==> src/rtl/mem_bus_bridge.sv <==
`default_nettype none
// ============================================================================
//  Module      : mem_bus_bridge
//  Description : Memory-stage bus bridge. Routes one request at a time to a
//                one-hot selected target (RAM, frame buffer, camera control,
//                I/O), sequences wait-state handshakes with a timeout, and
//                returns read data / fault status with a stall handshake.
//  Revision    : 1.0 - initial release
// ============================================================================
module mem_bus_bridge #(
  parameter int unsigned       DATA_W     = 32,
  parameter logic [3:0]        WAIT_MASK  = 4'b0010,
  parameter int unsigned       TIMEOUT    = 15,
  parameter logic [DATA_W-1:0] FAULT_DATA = 32'hDEADBEEF
) (
  input  logic              clk_i,
  input  logic              rst_ni,
  input  logic              req_valid_i,
  input  logic              req_we_i,
  input  logic [DATA_W-1:0] address_i,
  input  logic [DATA_W-1:0] wdata_i,
  input  logic [3:0]        mem_select_i,
  output logic              stall_o,
  output logic [DATA_W-1:0] rdata_o,
  output logic              rdata_valid_o,
  output logic              bus_fault_o,
  output logic [3:0]        tgt_en_o,
  output logic              tgt_we_o,
  output logic [DATA_W-1:0] tgt_addr_o,
  output logic [DATA_W-1:0] tgt_wdata_o,
  input  logic [DATA_W-1:0] tgt_rdata0_i,
  input  logic [DATA_W-1:0] tgt_rdata1_i,
  input  logic [DATA_W-1:0] tgt_rdata2_i,
  input  logic [DATA_W-1:0] tgt_rdata3_i,
  input  logic [3:0]        tgt_ready_i
);

  localparam int unsigned      CNT_W    = $clog2(TIMEOUT + 1);
  // Value of the counter during the last permitted ACCESS cycle.
  localparam logic [CNT_W-1:0] CNT_LAST = CNT_W'(TIMEOUT - 1);
  localparam logic [CNT_W-1:0] CNT_MAX  = CNT_W'(TIMEOUT);

  typedef enum logic [1:0] {
    IDLE   = 2'd0,
    ACCESS = 2'd1,
    RESP   = 2'd2
  } state_e;

  state_e            state_q, state_d;
  logic              we_q, we_d;
  logic [DATA_W-1:0] addr_q, addr_d;
  logic [DATA_W-1:0] wdata_q, wdata_d;
  logic [3:0]        sel_q, sel_d;
  logic              fault_q, fault_d;
  logic [CNT_W-1:0]  cnt_q, cnt_d;
  logic [DATA_W-1:0] rdata_q, rdata_d;

  logic              w_onehot;
  logic              w_is_wait;
  logic              w_ready;
  logic [DATA_W-1:0] w_tgt_rdata;

  // Decode helpers: one-hot check on the incoming select, target class and
  // readiness of the latched target, and an AND-OR read-data mux.
  always_comb begin
    w_onehot    = (mem_select_i != 4'b0000) &&
                  ((mem_select_i & (mem_select_i - 4'd1)) == 4'b0000);
    w_is_wait   = |(sel_q & WAIT_MASK);
    w_ready     = |(sel_q & tgt_ready_i);
    w_tgt_rdata = ({DATA_W{sel_q[0]}} & tgt_rdata0_i) |
                  ({DATA_W{sel_q[1]}} & tgt_rdata1_i) |
                  ({DATA_W{sel_q[2]}} & tgt_rdata2_i) |
                  ({DATA_W{sel_q[3]}} & tgt_rdata3_i);
  end

  // Next-state, datapath next values and handshake outputs.
  always_comb begin
    state_d       = state_q;
    we_d          = we_q;
    addr_d        = addr_q;
    wdata_d       = wdata_q;
    sel_d         = sel_q;
    fault_d       = fault_q;
    cnt_d         = cnt_q;
    rdata_d       = rdata_q;
    stall_o       = 1'b0;
    tgt_en_o      = 4'b0000;
    rdata_valid_o = 1'b0;
    bus_fault_o   = 1'b0;
    unique case (state_q)
      IDLE: begin
        if (req_valid_i) begin
          stall_o = 1'b1;
          we_d    = req_we_i;
          addr_d  = address_i;
          wdata_d = wdata_i;
          sel_d   = mem_select_i;
          cnt_d   = '0;
          if (w_onehot) begin
            fault_d = 1'b0;
            state_d = ACCESS;
          end else begin
            // Unmapped or ambiguous select: fault without touching any target.
            fault_d = 1'b1;
            if (!req_we_i) rdata_d = FAULT_DATA;
            state_d = RESP;
          end
        end
      end
      ACCESS: begin
        stall_o  = 1'b1;
        tgt_en_o = sel_q;
        if (cnt_q != CNT_MAX) cnt_d = cnt_q + 1'b1;
        // Ready takes priority over the timeout in the final cycle.
        if (!w_is_wait || w_ready) begin
          if (!we_q) rdata_d = w_tgt_rdata;
          state_d = RESP;
        end else if (cnt_q == CNT_LAST) begin
          fault_d = 1'b1;
          if (!we_q) rdata_d = FAULT_DATA;
          state_d = RESP;
        end
      end
      RESP: begin
        rdata_valid_o = !we_q;
        bus_fault_o   = fault_q;
        state_d       = IDLE;
      end
      default: state_d = IDLE;
    endcase
  end

  // State register; reset abandons any in-flight access immediately.
  always_ff @(posedge clk_i or negedge rst_ni) begin
    if (!rst_ni) state_q <= IDLE;
    else         state_q <= state_d;
  end

  // Latched request, fault flag, wait counter and returned read data.
  always_ff @(posedge clk_i or negedge rst_ni) begin
    if (!rst_ni) begin
      we_q    <= 1'b0;
      addr_q  <= '0;
      wdata_q <= '0;
      sel_q   <= 4'b0000;
      fault_q <= 1'b0;
      cnt_q   <= '0;
      rdata_q <= '0;
    end else begin
      we_q    <= we_d;
      addr_q  <= addr_d;
      wdata_q <= wdata_d;
      sel_q   <= sel_d;
      fault_q <= fault_d;
      cnt_q   <= cnt_d;
      rdata_q <= rdata_d;
    end
  end

  assign rdata_o     = rdata_q;
  assign tgt_we_o    = we_q;
  assign tgt_addr_o  = addr_q;
  assign tgt_wdata_o = wdata_q;

endmodule
`default_nettype wire

==> config.mk <==
export PLATFORM = sky130hd
export DESIGN_NAME = mem_bus_bridge
export DESIGN_NICKNAME = d
export VERILOG_FILES = /design/src/rtl/mem_bus_bridge.sv
export SDC_FILE = /design/constraint.sdc
export NUM_CORES = 1
export LEC_CHECK = 0
export CORE_UTILIZATION = 34
export DETAILED_ROUTE_END_ITERATION = 10
export PLACE_DENSITY = 0.77
export SLEW_MARGIN = 20
export SYNTH_ARGS = -nofsm -noshare
export SYNTH_HDL_FRONTEND = slang
export SYNTH_SLANG_ARGS = --single-unit
==> constraint.sdc <==
create_clock -name clk_i -period 1.9 [get_ports clk_i]
set_clock_uncertainty 0.2 [all_clocks]
set_input_delay 0.285 -clock clk_i [delete_from_list [all_inputs] [get_ports clk_i]]
set_output_delay 0.285 -clock clk_i [all_outputs]
set_load 0.03 [all_outputs]
==> results of run 1 <==
==> cell usage in the layout, fill, tap and decap left out, types with 2 or more instances in the layout <==
master	synthesis	layout
buf_4	0	32
dfrtp_1	108	105
clkdlybuf4s50_1	0	227
buf_16	0	4
nand3_2	0	2
a22oi_1	65	64
nor3_1	3	3
buf_8	0	2
inv_8	0	2
nand2_1	5	5
dfrtp_2	0	3
inv_6	0	2
buf_12	0	8
buf_6	3	6
or4b_4	0	2
nor2_1	3	3
nand3_1	26	24
and2_4	0	3
mux2_4	30	30
inv_1	4	2
nand4_1	3	3
a22o_1	3	3
clkbuf_16	0	9
dlymetal6s2s_1	0	41
nand2b_1	3	3
a21oi_1	11	11
dlygate4sd2_1	0	31
mux2_2	72	72
==> power breakdown <==
part | total [mW] | internal (mW) | switching (mW) | leakage, nW
Clock | 1.86 | 0.928 | 0.931 | 0.143
Sequential | 2.99 | 2.73 | 0.262 | 1.22
Combinational | 3.70 | 1.80 | 1.91 | 2.69
Total | 8.55 | 5.45 | 3.10 | 4.05
==> per-stage QoR <==
step                      std cells  hold slack, ns  power (mW)
after detailed placement        881          0.0435        6.66
final                           913           0.214        8.55
after global placement          881          0.0447        6.56
after CTS                       910           0.203        8.64
after global routing            913           0.208        8.96
after floorplan                 389          -0.211        4.90
==> logic make-up (layout without fill, tap and decap cells) <==
group           count (synthesis)  after routing  synth area share, %
fa+ha+maj                       2              2                0.490
mux                           103            103                 24.9
other cells                     0              1                    0
flops                         108            108                 52.9
buf+inv                        33            372                 2.94
compound gates                 88             88                 12.8
xor+xnor                        1              1                0.171
simple gates                   54             54                 5.85
==> what timing repair did <==
| action | CTS | global route |
|---|---|---|
| resized for setup | 56 | 56 |
| pin swaps | 4 | 2 |
| buffers inserted | 9 | 2 |
| hold endpoints to repair | 27 | 0 |
| setup endpoints to repair | 66 | 80 |
| cloned | 3 | 0 |
| hold buffers | 1 | 0 |
==> area by class of cell <==
class,count,area [µm²]
Sequential cell,108,2710
Clock buffer,9,225
Fill cell,1112,5310
Timing Repair Buffer,352,3670
Clock inverter,7,68.8
Multi-Input combinational cell,248,2360
Tap cell,184,230
Antenna cell,1,2.50
Inverter,4,17.5
==> state kept, by name, summed over array words and instances (netlist names) <==
| register | flops |
|---|---|
| fault_q | 1 |
| tgt_wdata_o | 32 |
| sel_q | 4 |
| tgt_we_o | 1 |
| state_q | 2 |
| tgt_addr_o | 32 |
| rdata_o | 32 |
| cnt_q | 4 |
==> cells in the mapped netlist, types with 4 or more instances <==
library cell | n | area [µm²]
and2_1 | 4 | 25.0
nand2_1 | 5 | 18.8
mux2_2 | 72 | 811
a22oi_1 | 65 | 488
nand3_1 | 26 | 130
inv_1 | 4 | 15.0
mux2_4 | 30 | 450
dfrtp_1 | 108 | 2700
a21oi_1 | 11 | 55.1
clkbuf_1 | 23 | 86.3
==> how the worst max path moves through the flow <==
stage,start,endpoint,slack (ns)
floorplan,state_q[1],rdata_o[0],0.006
global placement,mem_select_i[3],rdata_o[14],-0.55
detailed placement,mem_select_i[3],rdata_o[21],-0.61
CTS,sel_q[2],rdata_o[1],-0.06
global route,cnt_q[0],rdata_o[12],-0.17
finish,cnt_q[0],rdata_o[1],-0.11
==> per-layer routing <==
layer  share of wire [%]  up-vias  GRT usage, %
met5                   0        -             0
met4                 2.3        0          9.99
met3                 9.0       23          7.13
met2                  50      239          40.1
met1                  38     2338          25.6
li1                    -     2142             -
==> critical path, delay by kind of cell (launching register included) <==
kind                     cells  cell delay (ns)
flip-flops                   1             0.38
AND/OR/NAND/NOR              2             0.27
adder cells (fa/ha/maj)      1             0.16
buffers and inverters        3             0.35
multiplexers                 1             0.30
AO/OA/AOI/OAI                1             0.21
==> qor.yml, run 1 <==
outcome: "finished with violations"
violations: "negative setup slack"
antenna_found_initial: 1
max_stage_delay_ns: 0.38
ys_warn_count: 0
fin_setup_tns_ns: -2.86
slew_headroom_pct: 72.4
root_buffer: "clkbuf_16"
synth.avg_cell_area_um2: 13.1
reg2reg_to: "rdata_o[1]"
overflow: 0
place_congestion: 0.831
drive_above_1_share_pct: 26.6
fin_crit_sh_pct: 106
cp_max_fo: 8
fmax_mhz: 498
synth_top_flop_cell: "dfrtp_1"
area_delta_synth_final_pct: 81.6
slew_viol_final: 0
vias_per_cell: 5.19
die_y_um: 125
layout_min_cycle_time_ns: 2.01
holdCritPathClass: "input pin to async pin"
fp.dieW_um: 125
final_area_um2: 9280
wirelength_mm: 17.7
r2r_slack_ns: -0.11
r2r_cells: 8
max_slew.worst_pin.slew_ns: 0.414
ys_seq_area_share_pct: 52.9
wl_per_cell_um: 19.4
vias: 4742
numCtsBuffers: 9
hold_viol_final: 0
nNetsFinal: 929
drcViolationCount: 0
core_area_um2: 14600
r2r-start: "cnt_q[0]"
firstDrtPassIters: 4
critPathCaptureType: "flop"
synth.distinct_cells: 33
place_area_um2: 8580
track_usage_pct: 23.0
cap_viol_max_count: 0
rows: 44
ios: 308
final.setup.worst_slack_ns: -0.106
synth_seq_cells: 108
setup-violations-final: 32
die_area_um2: 15500
clock-sinks: 108
clk_pin_slew_worst_paths_ns: 0.08
vdd_drop_max_mv: 0.704
crit_path_cell_trace: "inv_2 > ha_4 > nand3_2 > nand4_1 > o2bb2ai_4 > buf_12 > buf_16 > mux2_4"
grt_pass1_vias: 5294
floorplan.initialDensity_pct: 35.0
critical_path_class: "flop to flop"
power.leakage_nw: 4.05
hpwlAfterDp_mm: 12.9
finish.utilization_pct: 63.6
insertion_delay_ns: 0.34
first_iter_violations: 186
async_flop_share_pct: 100
syn_inst: 389
cts_htree_levels: 3
io_buffers: 307
setup.worst_path.start_class: "flop"
arrival_ns: 2.03
power_density_nw_per_um2: 921
syn-cell-area_um2: 5110
crit_slowest_cell: "dfrtp_1"
crit_required_ns: 1.92
clockBufferDepth: 2
preCtsSetupSlack_ns: -0.606
grt_max_degree: 52
grt_pass1_wl_mm: 28.1
rsz0062_at_grt: "true"
drtAntennaViolNets: 0
cts_tree: "built"
syn_nets: 595
synth_edf_count: 0
(Power assumes the default switching activity.)
==> inputs of run 2 (changes only) <==
MAX_ROUTING_LAYER = met4   (was unset)
==> run 2 against run 1 <==
Compared with the run above:
- the run still ends with negative setup slack left
- first-iteration DRC count fell by 7.0%
- register-to-register slack barely moved
- maximum frequency fell by 0.19%
- critical endpoint is now rdata_o[21]
- largest cell class unchanged
==> qor.yml, run 2 (synthesized netlist as in run 1, its figures left out) <==
root_buffer: "clkbuf_16"
wl_per_cell_um: 19.5  # +0.29%
drtAntennaViolNets: 0  # unchanged
setup-violations-final: 32  # unchanged
place_area_um2: 8580  # unchanged
finish.utilization_pct: 63.6  # unchanged
layout_min_cycle_time_ns: 2.01  # +0.00391 ns
fin_hold_ws_ns: 0.215  # +0.000989 ns
setup.worst_path.start_class: "flop"
die_y_um: 125  # unchanged
r2r_slack_ns: -0.11  # about the same
track_usage_pct: 23.6  # +0.66 points
vias: 4758  # +0.34%
hpwlAfterDp_mm: 12.9  # unchanged
p_switching_mw: 3.10  # about the same
combPwrFrac_pct: 43.3  # about the same
dp_cells: 881  # unchanged
vias_per_cell: 5.21  # +0.34%
io_buffers: 307  # unchanged
wirelength_mm: 17.8  # +0.29%
clk_pin_slew_worst_paths_ns: 0.08  # about the same
fill_cells: 1112  # unchanged
cp_max_fo: 8  # unchanged
final_cells: 913  # unchanged
violations: "negative setup slack"
holdCritPathClass: "input pin to async pin"
layout_common_cells: "clkdlybuf4s50_1, dfrtp_1, mux2_2"
switching_share_pct: 36.2  # about the same
grt_max_degree: 52  # unchanged
rows: 44  # unchanged
crit_required_ns: 1.93  # about the same
slew_headroom_pct: 72.4  # about the same
r2r_cells: 8  # unchanged
fp.dieW_um: 125  # unchanged
floorplan.initialDensity_pct: 35.0  # unchanged
die_area_um2: 15500  # unchanged
grt_pass1_wl_mm: 28.0  # -0.27%
power.leakage_nw: 4.05  # unchanged
cts_htree_levels: 3  # unchanged
p_clk_share_pct: 21.7  # about the same
final_area_um2: 9280  # unchanged
antenna_found_initial: 1  # unchanged
preCtsSetupSlack_ns: -0.606  # unchanged
ios: 308  # unchanged
vdd_drop_max_mv: 0.700  # -0.55%
numCtsBuffers: 9  # unchanged
grt_pass1_vias: 5312  # +0.34%
drive_above_1_share_pct: 26.6  # unchanged
firstDrtPassIters: 5  # +1
multi_input_area_um2: 2360  # unchanged
clock-sinks: 108  # unchanged
nNetsFinal: 929  # unchanged
p_seq_share_pct: 35.0  # about the same
clockBufferDepth: 2  # unchanged
cts_tree: "built"
reg2reg_to: "rdata_o[21]"
arrival_ns: 2.04  # about the same
final.setup.worst_slack_ns: -0.110  # -0.00391 ns
fin_crit_sh_pct: 106  # +0.21 points
insertion_delay_ns: 0.34  # about the same
slew_viol_final: 0  # unchanged
first_iter_violations: 173  # -7.0%
max_slew.worst_pin.slew_ns: 0.414  # +0.000264 ns
r2r-start: "cnt_q[0]"
critical_path_class: "flop to flop"
p_int_mw: 5.45  # about the same
critPathCaptureType: "flop"
outcome: "finished with violations"
hold_viol_final: 0  # unchanged
final_common_cell: "clkdlybuf4s50_1"
seq_area_um2: 2710  # unchanged
power_density_nw_per_um2: 921  # about the same
area_delta_synth_final_pct: 81.6  # unchanged
rsz0062_at_grt: "true"
place_congestion: 0.843  # +1.5%
overflow: 0  # unchanged
cap_viol_max_count: 0  # unchanged
core_area_um2: 14600  # unchanged
fmax_mhz: 498  # -0.19%
drcViolationCount: 0  # unchanged
[run 2: layout make-up]
| cell class | count | share of cell area, % |
|---|---|---|
| timing repair buffer | 352 | 39.6 |
| sequential | 108 | 29.2 |
| multi-input combinational | 248 | 25.4 |
| tap | 184 | 2.48 |
| clock buffer | 9 | 2.43 |
| clock inverter | 7 | 0.741 |
| inverter | 4 | 0.189 |
| antenna | 1 | 0.0270 |
[run 2: critical path: stages (launching register included)]
cell and delay, ns:
dfrtp_1 0.38, inv_2 0.06, ha_4 0.16, nand3_2 0.07
nand4_1 0.20, o2bb2ai_4 0.21, buf_12 0.16, buf_16 0.15
mux2_4 0.30
[run 2: power groups by stage]
stage	Sequential, mW	Clock, mW	Combinational (mW)
floorplan	3.78	0	1.12
global placement	3.00	0	3.55
detailed placement	3.03	0	3.63
CTS	3.00	1.92	3.73
global route	3.04	2.02	3.90
finish	2.99	1.85	3.71
[run 2: worst max-delay path by stage]
stage                          from           to  slack [ns]  depth (start not counted)
global placement    mem_select_i[3]  rdata_o[14]       -0.55                          7
global route               cnt_q[0]  rdata_o[12]       -0.17                          8
detailed placement  mem_select_i[3]  rdata_o[21]       -0.61                          7
floorplan                state_q[1]   rdata_o[0]       0.006                          5
finish                     cnt_q[0]  rdata_o[21]       -0.11                          8
CTS                        sel_q[2]   rdata_o[1]       -0.06                          6
[run 2: metal layers]
metal / up-vias / GRT usage, % / wire length, µm
li1: 2139 / - / -
met1: 2349 / 26.2 / 6870
met2: 243 / 40.1 / 8950
met3: 27 / 6.10 / 1530
met4: 0 / 9.99 / 415
met5: - / - / 0
[run 2: repair_timing]
item | 4_1_cts | 5_1_grt
gates resized for setup | 56 | 56
pin swaps | 4 | 2
setup buffers | 9 | 2
endpoints found under the setup margin | 66 | 80
hold buffers | 1 | 0
hold endpoints to repair | 27 | 0
gates cloned | 3 | 0
[run 2: metrics by stage]
stage / TNS [ns] / power [mW]
detailed placement: -32.04 / 6.66
global placement: -29.11 / 6.56
finish: -2.98 / 8.55
CTS: -1.51 / 8.64
floorplan: 0 / 4.90
global route: -5.10 / 8.96
==> inputs of run 3 (changes only) <==
MAX_ROUTING_LAYER = unset   (was met4)
==> results of run 3 <==
Final layout, timing and power as in run 1 (identical DEF).
